$ cat config.mk
export PLATFORM = sky130hd
export DESIGN_NAME = uart_tx_frame_fsm_flat
export DESIGN_NICKNAME = d
export VERILOG_FILES = /design/src/rtl/uart_tx_frame_fsm_if.sv /design/src/rtl/uart_tx_frame_fsm.sv /design/src/flat_wrapper.sv
export SDC_FILE = /design/constraint.sdc
export NUM_CORES = 1
export LEC_CHECK = 0
export CAP_MARGIN = 5
export CORE_ASPECT_RATIO = 2
export CORE_UTILIZATION = 30
export DETAILED_ROUTE_END_ITERATION = 8
export PLACE_DENSITY_LB_ADDON = 0.05
export SYNTH_ARGS = -nofsm -noshare
export SYNTH_HDL_FRONTEND = slang
export SYNTH_SLANG_ARGS = --single-unit
$ cat constraint.sdc
create_clock -name clk -period 1.7 [get_ports clk]
set_input_delay 0.34 -clock clk [delete_from_list [all_inputs] [get_ports clk]]
set_output_delay 0.34 -clock clk [all_outputs]
set_load 0.005 [all_outputs]
$ cat src/rtl/uart_tx_frame_fsm_if.sv
// UART transmit framing bus: host strobe/data, baud tick and counter in,
// serial line and status out.
interface uart_tx_frame_fsm_if;
    logic       Tx_EN;
    logic       Tx_WR;
    logic [7:0] Tx_DATA;
    logic       sample_ENABLE;
    logic [3:0] trans_counter;
    logic       TxD;
    logic       Tx_BUSY;
    logic       Tx_DONE;

    modport master (
        output Tx_EN,
        output Tx_WR,
        output Tx_DATA,
        output sample_ENABLE,
        output trans_counter,
        input  TxD,
        input  Tx_BUSY,
        input  Tx_DONE
    );

    modport slave (
        input  Tx_EN,
        input  Tx_WR,
        input  Tx_DATA,
        input  sample_ENABLE,
        input  trans_counter,
        output TxD,
        output Tx_BUSY,
        output Tx_DONE
    );
endinterface

$ cat src/rtl/uart_tx_frame_fsm.sv
// UART transmit framing FSM: start, LSB-first data, optional parity, stop.
// Bit boundaries come from the external 16x sample counter.
module uart_tx_frame_fsm #(
    parameter int DATA_BITS  = 8,
    parameter int PARITY_EN  = 1,
    parameter int PARITY_ODD = 0,
    parameter int STOP_BITS  = 1
) (
    input logic             clk,
    input logic             reset,
    uart_tx_frame_fsm_if.slave bus
);

    typedef enum logic [2:0] {
        S_IDLE,
        S_START,
        S_DATA,
        S_PARITY,
        S_STOP
    } state_t;

    localparam logic [7:0] DATA_MASK = 8'hFF >> (8 - DATA_BITS);
    localparam logic [2:0] LAST_IDX  = 3'(DATA_BITS - 1);
    localparam logic       PAR_ODD   = 1'(PARITY_ODD);

    state_t     r_state;
    logic [7:0] r_shift;
    logic [2:0] r_idx;
    logic       r_par;
    logic       r_stop;
    logic       r_txd;
    logic       r_busy;
    logic       r_done;

    logic       w_tick;
    logic       w_accept;
    logic [2:0] w_nxt_idx;
    logic       w_par;
    logic       w_last_stop;

    assign w_tick    = bus.sample_ENABLE & (bus.trans_counter == 4'd15);
    // The Tx_DONE cycle is already IDLE in state but still counts as busy.
    assign w_accept  = bus.Tx_WR & bus.Tx_EN & ~r_done;
    assign w_nxt_idx = r_idx + 3'd1;
    assign w_par     = (^(bus.Tx_DATA & DATA_MASK)) ^ PAR_ODD;
    assign w_last_stop = (STOP_BITS == 2) ? r_stop : 1'b1;

    always_ff @(posedge clk or negedge reset) begin
        if (!reset) begin
            r_state <= S_IDLE;
            r_shift <= 8'd0;
            r_idx   <= 3'd0;
            r_par   <= 1'b0;
            r_stop  <= 1'b0;
            r_txd   <= 1'b1;
            r_busy  <= 1'b0;
            r_done  <= 1'b0;
        end else begin
            r_done <= 1'b0;
            unique case (r_state)
                S_IDLE: begin
                    if (w_accept) begin
                        r_state <= S_START;
                        r_shift <= bus.Tx_DATA;
                        r_par   <= w_par;
                        r_idx   <= 3'd0;
                        r_stop  <= 1'b0;
                        r_txd   <= 1'b0;
                        r_busy  <= 1'b1;
                    end
                end
                S_START: begin
                    if (w_tick) begin
                        r_state <= S_DATA;
                        r_txd   <= r_shift[0];
                    end
                end
                S_DATA: begin
                    if (w_tick) begin
                        if (r_idx == LAST_IDX) begin
                            if (PARITY_EN != 0) begin
                                r_state <= S_PARITY;
                                r_txd   <= r_par;
                            end else begin
                                r_state <= S_STOP;
                                r_txd   <= 1'b1;
                            end
                        end else begin
                            r_idx <= w_nxt_idx;
                            r_txd <= r_shift[w_nxt_idx];
                        end
                    end
                end
                S_PARITY: begin
                    if (w_tick) begin
                        r_state <= S_STOP;
                        r_txd   <= 1'b1;
                    end
                end
                S_STOP: begin
                    if (w_tick) begin
                        if (w_last_stop) begin
                            r_state <= S_IDLE;
                            r_busy  <= 1'b0;
                            r_done  <= 1'b1;
                        end else begin
                            r_stop <= 1'b1;
                        end
                    end
                end
                default: begin
                    r_state <= S_IDLE;
                    r_txd   <= 1'b1;
                    r_busy  <= 1'b0;
                end
            endcase
        end
    end

    assign bus.TxD     = r_txd;
    assign bus.Tx_BUSY = r_busy;
    assign bus.Tx_DONE = r_done;

endmodule
$ cat src/flat_wrapper.sv
// flat-port wrapper written by rule: the top's interface ports become plain ports
module uart_tx_frame_fsm_flat 
#(
    parameter int DATA_BITS  = 8,
    parameter int PARITY_EN  = 1,
    parameter int PARITY_ODD = 0,
    parameter int STOP_BITS  = 1
)
  (clk, reset, bus_Tx_EN, bus_Tx_WR, bus_Tx_DATA, bus_sample_ENABLE, bus_trans_counter, bus_TxD, bus_Tx_BUSY, bus_Tx_DONE);
  uart_tx_frame_fsm_if bus_i ();
  input logic clk;
  input logic reset;
  input wire logic [$bits(bus_i.Tx_EN)-1:0] bus_Tx_EN;
  input wire logic [$bits(bus_i.Tx_WR)-1:0] bus_Tx_WR;
  input wire logic [$bits(bus_i.Tx_DATA)-1:0] bus_Tx_DATA;
  input wire logic [$bits(bus_i.sample_ENABLE)-1:0] bus_sample_ENABLE;
  input wire logic [$bits(bus_i.trans_counter)-1:0] bus_trans_counter;
  output wire logic [$bits(bus_i.TxD)-1:0] bus_TxD;
  output wire logic [$bits(bus_i.Tx_BUSY)-1:0] bus_Tx_BUSY;
  output wire logic [$bits(bus_i.Tx_DONE)-1:0] bus_Tx_DONE;
  assign bus_i.Tx_EN = bus_Tx_EN;
  assign bus_i.Tx_WR = bus_Tx_WR;
  assign bus_i.Tx_DATA = bus_Tx_DATA;
  assign bus_i.sample_ENABLE = bus_sample_ENABLE;
  assign bus_i.trans_counter = bus_trans_counter;
  assign bus_TxD = bus_i.TxD;
  assign bus_Tx_BUSY = bus_i.Tx_BUSY;
  assign bus_Tx_DONE = bus_i.Tx_DONE;
  uart_tx_frame_fsm #(.DATA_BITS(DATA_BITS), .PARITY_EN(PARITY_EN), .PARITY_ODD(PARITY_ODD), .STOP_BITS(STOP_BITS)) u_core (.clk(clk), .reset(reset), .bus(bus_i));
endmodule
Word level (Yosys, flattened, before mapping)
Cells that the tools add are included.

Bits in registers: 18. Input bits: 17. Output and inout port bits: 3. Logic and storage cells: 61.

$add $sub $neg: 1. $lt $le $gt $ge: 1. Eq/ne operators: 13. Mux-type cells: 24. Bitwise logic cells: 6. Reduce and logical (&&, ||, !) cells: 9.

Operator list (number): two-way mux 3 bit (9); one-hot mux 3 bit (5 select lines) (1); inequality test 2 x 1 -> 1 bit (second input constant) (6); two-way mux 1 bit (10); parity 8 bit (1); equality test 3 x 2 -> 1 bit (second input constant) (2); equality test 3 bit (second input constant) (2); one-hot mux 3 bit (2 select lines) (1); AND reduction 6 bit (1); one-hot mux 1 bit (5 select lines) (1); AND reduction 5 bit (1); equality test 4 bit (second input constant) (1); less-than comparator 3 x 4 -> 1 bit (second input constant) (1); AND reduction 4 bit (1); adder 3 x 1 -> 3 bit (second input constant) (1); AND 1 bit (3); binary-select mux 1 bit (select 3 bit) (1); equality test 3 x 1 -> 1 bit (second input constant) (1); zero test 3 bit (1); inverter 1 bit (3); one-hot mux 1 bit (3 select lines) (1); AND reduction 3 bit (1); OR reduction 3 bit (1); inequality test 2 bit (second input constant) (1); 2 further kinds (2).

Logic depth before layout (Yosys ltp)
Gate-level depths: netlist of run 1.

Depth after elaboration: 6. Depth in mapped cells: 6. Mapped depth without buffers: 6.

Least setup slack after synthesis of run 1
Ideal clock, no wire load.

Kind: register to register. From: register u_core.r_idx[0]. To: register u_core.r_txd (netlist: u_core.bus.TxD). Setup time: 0.059 ns. Arrival: 1.684 ns. Required time: 1.641 ns. Setup slack: -0.043 ns. Stages on the path, launching flop included: 7. Path buffers: 0. Period minus slack after synthesis: 1.743 ns. Cells stage by stage: dfrtp_1 -> ha_1 -> ha_1 -> or4b_1 -> a31oi_1 -> a311o_1 -> mux2_2.

Longest elaborated chain between the ends: 6. Elaborated cells on any way between the ends: 7. Classes of those cells: add/sub: 1; eq/ne: 1; mux: 5.

Ends and longest elaborated chain: start, declared (line uart_tx_frame_fsm.sv:28) `logic [2:0] r_idx;`; start signal, assigned (line uart_tx_frame_fsm.sv:89) `r_idx <= w_nxt_idx;`; adder 3 x 1 -> 3 bit (line uart_tx_frame_fsm.sv:44) `assign w_nxt_idx = r_idx + 3'd1;`; binary-select mux 1 bit (select 3 bit) (line uart_tx_frame_fsm.sv:90) `r_txd <= r_shift[w_nxt_idx];`; two-way mux 1 bit (implied by the code) (line uart_tx_frame_fsm.sv:90); two-way mux 1 bit * (line uart_tx_frame_fsm.sv:80) `if (r_idx == LAST_IDX) begin`; two-way mux 1 bit * (line uart_tx_frame_fsm.sv:79) `if (w_tick) begin`; one-hot mux 1 bit (5 select lines) * (line uart_tx_frame_fsm.sv:60) `unique case (r_state)`; end signal, assigned (line uart_tx_frame_fsm.sv:75) `r_txd <= r_shift[0];`; end signal, assigned (line uart_tx_frame_fsm.sv:83) `r_txd <= r_par;`; end signal, assigned (line uart_tx_frame_fsm.sv:90); end, declared (line uart_tx_frame_fsm.sv:31) `logic r_txd;`.

Mark *: on every way between the ends. The rest lies on a longest branch, timed or not. The select of a mux whose other input is x is not followed. A chain may end at the register's enable or synchronous reset.

Worst setup path in the final report of run 1
Ends and elaborated chain as after synthesis.

==> out/qor.csv, run 1 <==
stage,metric,value,unit
critical_path,cp-start-kind,flop,
sta,fin_worst_skew,6.22,ps
critical_path,endpoint_kind,flop,
critical_path,critPathMaxFanout,3,
sta,rsz0062_at_grt,yes,
layout,multi_input_area,524,um^2
power,power.density,1410,nW/um^2
sta,setup_violations,4,
critical_path,rrSetupSlack,-160,ps
min_path,hold_class,primary input to asynchronous set/reset pin,
sta,hold_viol_final,0,
cts,cts_hold_buf,0,
power,vdd_drop_max,0.738,mV
floorplanning,die_x,42.7,um
grt,grt_pass1_wl,3910,um
layout,nets,143,
grt,grt_pass1_vias,867,
sta,hold_slack,421,ps
layout,fin_cells,154,
logic_synthesis,yosysWarnings,0,
layout,regArea,452,um^2
detailed_routing,drt-wirelength-per-cell,15.8,um
floorplanning,io_pins,20,
placement,hpwlAfterDp,1920,um
logic_synthesis,synth_fp_nets,107,
grt,grt_usage,14.8,%
layout,fillCellCount,318,
cts,cts_sinks,18,
logic_synthesis,dominantRegCellSynth,dfrtp_1,
layout,drive_gt1_share,24.4,%
logic_synthesis,synth_edf_count,0,
logic_synthesis,ys_seq_area_share,45.5,%
critical_path,reg2reg_from,u_core.r_idx[0],
floorplanning,start_util,31.5,%
critical_path,cp.required,1890,ps
grt,grt_max_degree,19,
logic_synthesis,ys_ff_latch,18,
sta,tns,-210,ps
placement,place_congestion,0.805,
cts,insertion_delay,250,ps
critical_path,r2r_end,u_core.bus.TxD,
detailed_routing,drt_first_pass_iters,4,
layout,n_antenna_cell,0,
floorplanning,die-area,3560,um^2
power,fin_total_pwr,0.00198,W
grt,grt_overflow,0,
detailed_routing,via_per_inst,5.31,
sta,post-route-period-util,110,%
floorplanning,num_rows,29,
sta,slew-limit-headroom,73.3,%
logic_synthesis,synth_area,993,um^2
cts,tritoncts.num_buffers,3,
logic_synthesis,synthesis.instances,88,
placement,portBuffers,19,
cts,cts-root-buf,clkbuf_8,
layout,area_growth,41.2,%
logic_synthesis,syn_avg_cell_area,11.3,um^2
placement,dp.cells,150,
critical_path,cp.arrival,2050,ps
floorplanning,coreArea,3160,um^2
floorplanning,die_h,83.4,um
sta,fin_crit,1860,ps
cts,clk_pin_slew,70,ps
outcome,violations,setup timing,
detailed_routing,ant_nets,0,
detailed_routing,routed_wl,2440,um
critical_path,ff2ff_path_depth,5,
cts,htree_levels,1,
detailed_routing,drc,0,
sta,slew_viol_final,0,
cts,clk_path_buf_depth,2,
logic_synthesis,synth.distinct_cells,36,
cts,cts_tree,done,
power,p_leak,0.611,nW
detailed_routing,vias,818,
sta,tightest_slew,399,ps
logic_synthesis,synthArstFlopShare,100,%
sta,fmax,536,MHz
grt,grt_antenna_before_repair,0,
sta,finalWorstSetupSlack,-164,ps
run,cap_violations,0,
outcome,status,"complete, but fails checks",
layout,finalCoreUtilization,44.4,%
critical_path,critical_path_class,flop to flop,
detailed_routing,drtIter0Drc,5,
==> layer usage <==
layer	vias to the layer above	track usage [%]	share of wire, %	routed length [um]
met4	0	7.10	1.9	47
met1	404	12.4	33	807
met3	4	3.26	3.8	93
met5	-	0	0	0
met2	19	29.3	61	1490
li1	391	-	-	-
==> worst max-delay path by stage <==
stage,startpoint,endpoint,slack [ps],cells past startpoint
CTS,u_core.r_idx[0],u_core.bus.TxD,-160,5
global route,u_core.r_idx[0],u_core.bus.TxD,-230,5
global placement,bus_Tx_EN,u_core.r_shift[1],-260,5
finish,u_core.r_idx[0],u_core.bus.TxD,-160,5
detailed placement,bus_Tx_EN,u_core.r_shift[1],-270,5
floorplan,u_core.r_idx[0],u_core.bus.TxD,-40,5
==> power breakdown <==
group	switching, W	total (W)	internal (W)
clock network	0.000146	0.000351	0.000206
registers	0.000100	0.000708	0.000608
logic	0.000391	0.000925	0.000534
==> layout make-up <==
type / count / share of cell area, %
tap: 31 / 2.77
clock buffer: 4 / 3.93
multi-input combinational: 62 / 37.4
timing repair buffer: 37 / 23.2
inverter: 2 / 0.535
sequential: 18 / 32.2
==> registers in the layout, indices dropped and copies added (netlist names) <==
register / flops
u_core.bus.Tx_DONE: 1
u_core.r_par: 1
u_core.r_idx: 3
u_core.r_shift: 8
u_core.r_state: 3
u_core.bus.TxD: 1
u_core.bus.Tx_BUSY: 1
==> cells in the mapped netlist, types with 2 or more instances <==
library cell | number | area share, %
ha_1 | 2 | 2.5
o2bb2ai_1 | 3 | 2.6
clkbuf_1 | 4 | 1.5
nand3_1 | 2 | 1.0
a31oi_1 | 2 | 1.3
mux2_1 | 8 | 9.1
nor3_1 | 3 | 1.5
inv_1 | 2 | 0.76
nand2_1 | 3 | 1.1
mux2i_1 | 5 | 5.0
nor2_1 | 6 | 2.3
dfrtp_1 | 17 | 43
xnor2_1 | 8 | 7.1
==> cells in the final DEF, fill, tap and decap left out, drive strengths merged, types with 3 or more instances in the layout <==
| master | count |
|---|---|
| buf | 18 |
| nand2 | 3 |
| clkdlybuf4s50 | 19 |
| xnor2 | 8 |
| mux2i | 5 |
| nor2 | 6 |
| nor3 | 3 |
| o2bb2ai | 3 |
| mux2 | 9 |
| clkbuf | 4 |
| dfrtp | 17 |
==> through the flow <==
| step | cell area, um^2 | setup WS, ps |
|---|---|---|
| floorplan | 996 | -36.7 |
| global placement | 1330 | -265 |
| detailed placement | 1330 | -275 |
| CTS | 1400 | -163 |
| global route | 1400 | -230 |
| finish | 1400 | -164 |
==> cells by family (layout without fill, tap and decap cells) <==
group | count (synthesis) | after routing | synth area share [%]
mux | 15 | 15 | 17.5
xor+xnor | 8 | 8 | 7.05
fa+ha+maj | 2 | 2 | 2.52
simple gates | 23 | 23 | 12.8
compound gates | 14 | 14 | 10.7
buf+inv | 8 | 43 | 3.90
flops | 18 | 18 | 45.5
==> what timing repair did <==
| item | 4_1_cts | 5_1_grt |
|---|---|---|
| gates resized for setup | 1 | 4 |
| endpoints found under the setup margin | 8 | 12 |
| buffers inserted | 1 | 0 |
| hold endpoints to repair | 0 | 0 |
| pin swaps | 2 | 2 |
==> worst max-delay path, cell delays in order (launching register included) <==
cell and delay [ps]:
dfrtp_1 410, ha_2 350, mux4_2 290, or2_0 210, a311o_1 280, mux2_2 270
(Power assumes the default switching activity.)
==> run 2, diff against run 1 <==
==> constraint.sdc (replaced) <==
create_clock -name clk -period 1.7 [get_ports clk]
set_input_delay 0.255 -clock clk [delete_from_list [all_inputs] [get_ports clk]]
set_output_delay 0.255 -clock clk [all_outputs]
set_load 0.005 [all_outputs]
==> run 2 against run 1 <==
The run still ends with setup timing left. Final area increased by 1.2%. Highest routed layer unchanged. Sequential share of layout area decreased by 0.40 points. Sequential cell count unchanged. First-iteration DRC count increased to 4.0 times the previous value. Non-clock buffer count increased by 1.
==> out/qor.csv, run 2 (synthesis results as in run 1) <==
stage,metric,value,unit,change
outcome,status,"complete, but fails checks",,
outcome,violations,setup timing,,
layout,n_antenna_cell,0,,unchanged
layout,finalCoreUtilization,45.0,%,+0.55 points
sta,finalWorstSetupSlack,-95.0,ps,+69.5 ps
critical_path,crit_buf_inv,0,,unchanged
critical_path,crit_family,multiplexers,,
sta,fin_crit,1790,ps,-69.5 ps
power,p_comb_share,46.4,%,-0.2 points
detailed_routing,vias,827,,+1.1%
grt,grt_pass1_wl,3810,um,-2.7%
layout,layout_commonest_cell,clkdlybuf4s50_1,,
detailed_routing,via_per_inst,5.34,,+0.45%
critical_path,cp.arrival,1980,ps,-70 ps
power,switchingPower,0.000620,W,-2.7%
cts,cts-root-buf,clkbuf_8,,
sta,tightest_slew,337,ps,-61.6 ps
grt,grt_antenna_before_repair,0,,unchanged
critical_path,cp.required,1880,ps,about the same
detailed_routing,drt-wirelength-per-cell,14.9,um,-5.6%
layout,drive_gt1_share,24.2,%,-0.20 points
cts,clk_path_buf_depth,2,,unchanged
layout,fin_area,1420,um^2,+1.2%
critical_path,critPathMaxFanout,2,,-1
detailed_routing,drtIter0Drc,20,,+15
power,internal-power,0.00135,W,+0.58%
sta,rsz0062_at_grt,yes,,
cts,tritoncts.num_buffers,3,,unchanged
grt,grt_pass1_vias,829,,-4.4%
layout,nets,144,,+0.70%
cts,clk_pin_slew,70,ps,about the same
sta,setup_violations,3,,-1
floorplanning,num_rows,29,,unchanged
min_path,hold_class,primary input to asynchronous set/reset pin,,
layout,largest-register,u_core.r_shift,,
critical_path,cp-start-kind,flop,,
detailed_routing,drc,0,,unchanged
power,p_leak,0.614,nW,+0.60%
sta,fmax,557,MHz,+3.9%
grt,grt_max_degree,19,,unchanged
layout,fillCellCount,307,,-3.5%
detailed_routing,ant_nets,0,,unchanged
sta,hold_slack,328,ps,-92.6 ps
cts,cts_sinks,18,,unchanged
cts,insertion_delay,250,ps,about the same
sta,slew_viol_final,0,,unchanged
power,p_clk_share,17.8,%,about the same
cts,htree_levels,1,,unchanged
layout,final_cell_mix,"clkdlybuf4s50_1, buf_4, dfrtp_1",,
floorplanning,io_pins,20,,unchanged
power,power.density,1390,nW/um^2,-1.7%
floorplanning,start_util,31.5,%,unchanged
placement,portBuffers,19,,unchanged
grt,grt_usage,14.6,%,-0.20 points
floorplanning,die-area,3560,um^2,unchanged
critical_path,path_cells,ha_2 -> mux4_2 -> or2_0 -> a311o_1 -> mux2_2,,
critical_path,endpoint_kind,flop,,
detailed_routing,drt_first_pass_iters,4,,unchanged
sta,hold_viol_final,0,,unchanged
layout,area_growth,42.9,%,
sta,fin_worst_skew,1.70,ps,-4.52 ps
critical_path,max_stage_delay,400,ps,about the same
placement,hpwlAfterDp,1830,um,-5.1%
sta,slew-limit-headroom,77.5,%,+4.2 points
cts,cts_tree,done,,
floorplanning,coreArea,3160,um^2,unchanged
layout,largest_reg_flops,8,,unchanged
run,cap_violations,0,,unchanged
power,seqPwrFrac,35.7,%,about the same
floorplanning,die_x,42.7,um,unchanged
layout,top_regs,"u_core.r_shift: 8 flops, u_core.r_idx: 3 flops, u_core.r_state: 3 flops",,
detailed_routing,routed_wl,2320,um,-5.0%
critical_path,worst_path_max_delay_cell,dfrtp_1,,
placement,post_dp_cell_area,1330,um^2,unchanged
power,vdd_drop_max,0.559,mV,-24%
power,switching_share,31.4,%,-0.72 points
critical_path,critical_path_class,flop to flop,,
sta,tns,-98.0,ps,+112 ps
placement,place_congestion,0.807,,+0.26%
floorplanning,die_h,83.4,um,unchanged
grt,grt_overflow,0,,unchanged
sta,post-route-period-util,106,%,-4.1 points
-- run 2: cell count changes in the layout (fill, tap and decap cells not counted) --
cell,previous run,this run
buf_6,0,1
ha_2,2,1
ha_4,0,1
or4_1,0,1
or4_4,1,0
-- run 2: cell type report --
class | count | area, um^2 | share of cell area (%)
well taps | 31 | 38.8 | 2.73
inverters | 2 | 7.51 | 0.529
flip-flops and latches | 18 | 452 | 31.8
clock buffers | 4 | 55.1 | 3.88
repair buffers | 38 | 337 | 23.7
multi-input cells | 62 | 531 | 37.4
-- run 2: per-layer routing --
layer | vias up | part of all wire, % | GRT usage, %
li1 | 397 | - | -
met1 | 405 | 37 | 14.1
met2 | 21 | 56 | 27.0
met3 | 4 | 4.1 | 2.61
met4 | 0 | 2.0 | 7.95
met5 | - | 0 | 0
-- run 2: path summary, 6_finish.rpt --
path	startpoint	to	slack [ps]	depth (start not counted)
setup / recovery	u_core.r_idx[1]	u_core.bus.TxD	-90	5
hold / removal	reset	u_core.r_idx[2]	330	2
setup reg to reg	u_core.r_idx[1]	u_core.bus.TxD	-90	5
hold reg to reg	u_core.r_shift[2]	u_core.r_shift[2]	490	1
max in group asynchronous	reset	u_core.bus.TxD	1110	2
min in group clk	u_core.r_shift[2]	u_core.r_shift[2]	490	1
-- run 2: through the flow --
step | std cells | total power [W] | setup slack (ps)
after detailed placement | 150 | 0.00159 | -177
after global placement | 150 | 0.00159 | -190
after global routing | 155 | 0.00213 | -183
final | 155 | 0.00197 | -95.0
after floorplan | 88 | 0.00121 | -36.7
after CTS | 155 | 0.00197 | -101
-- run 2: what timing repair did --
| action | in CTS | in global routing |
|---|---|---|
| setup endpoints to repair | 4 | 4 |
| hold buffers | 0 | 0 |
| pin swaps | 1 | 3 |
| gates resized for setup | 0 | 5 |
| setup buffers | 1 | 0 |
| hold endpoints to repair | 0 | 0 |
-- run 2: power groups by stage --
stage                     combinational [W]  clock (W)  sequential (W)
final                              0.000917   0.000352        0.000706
after global routing                0.00101   0.000386        0.000733
after CTS                          0.000885   0.000371        0.000708
after detailed placement           0.000864          0        0.000722
after global placement             0.000868          0        0.000717
after floorplan                    0.000525          0        0.000685
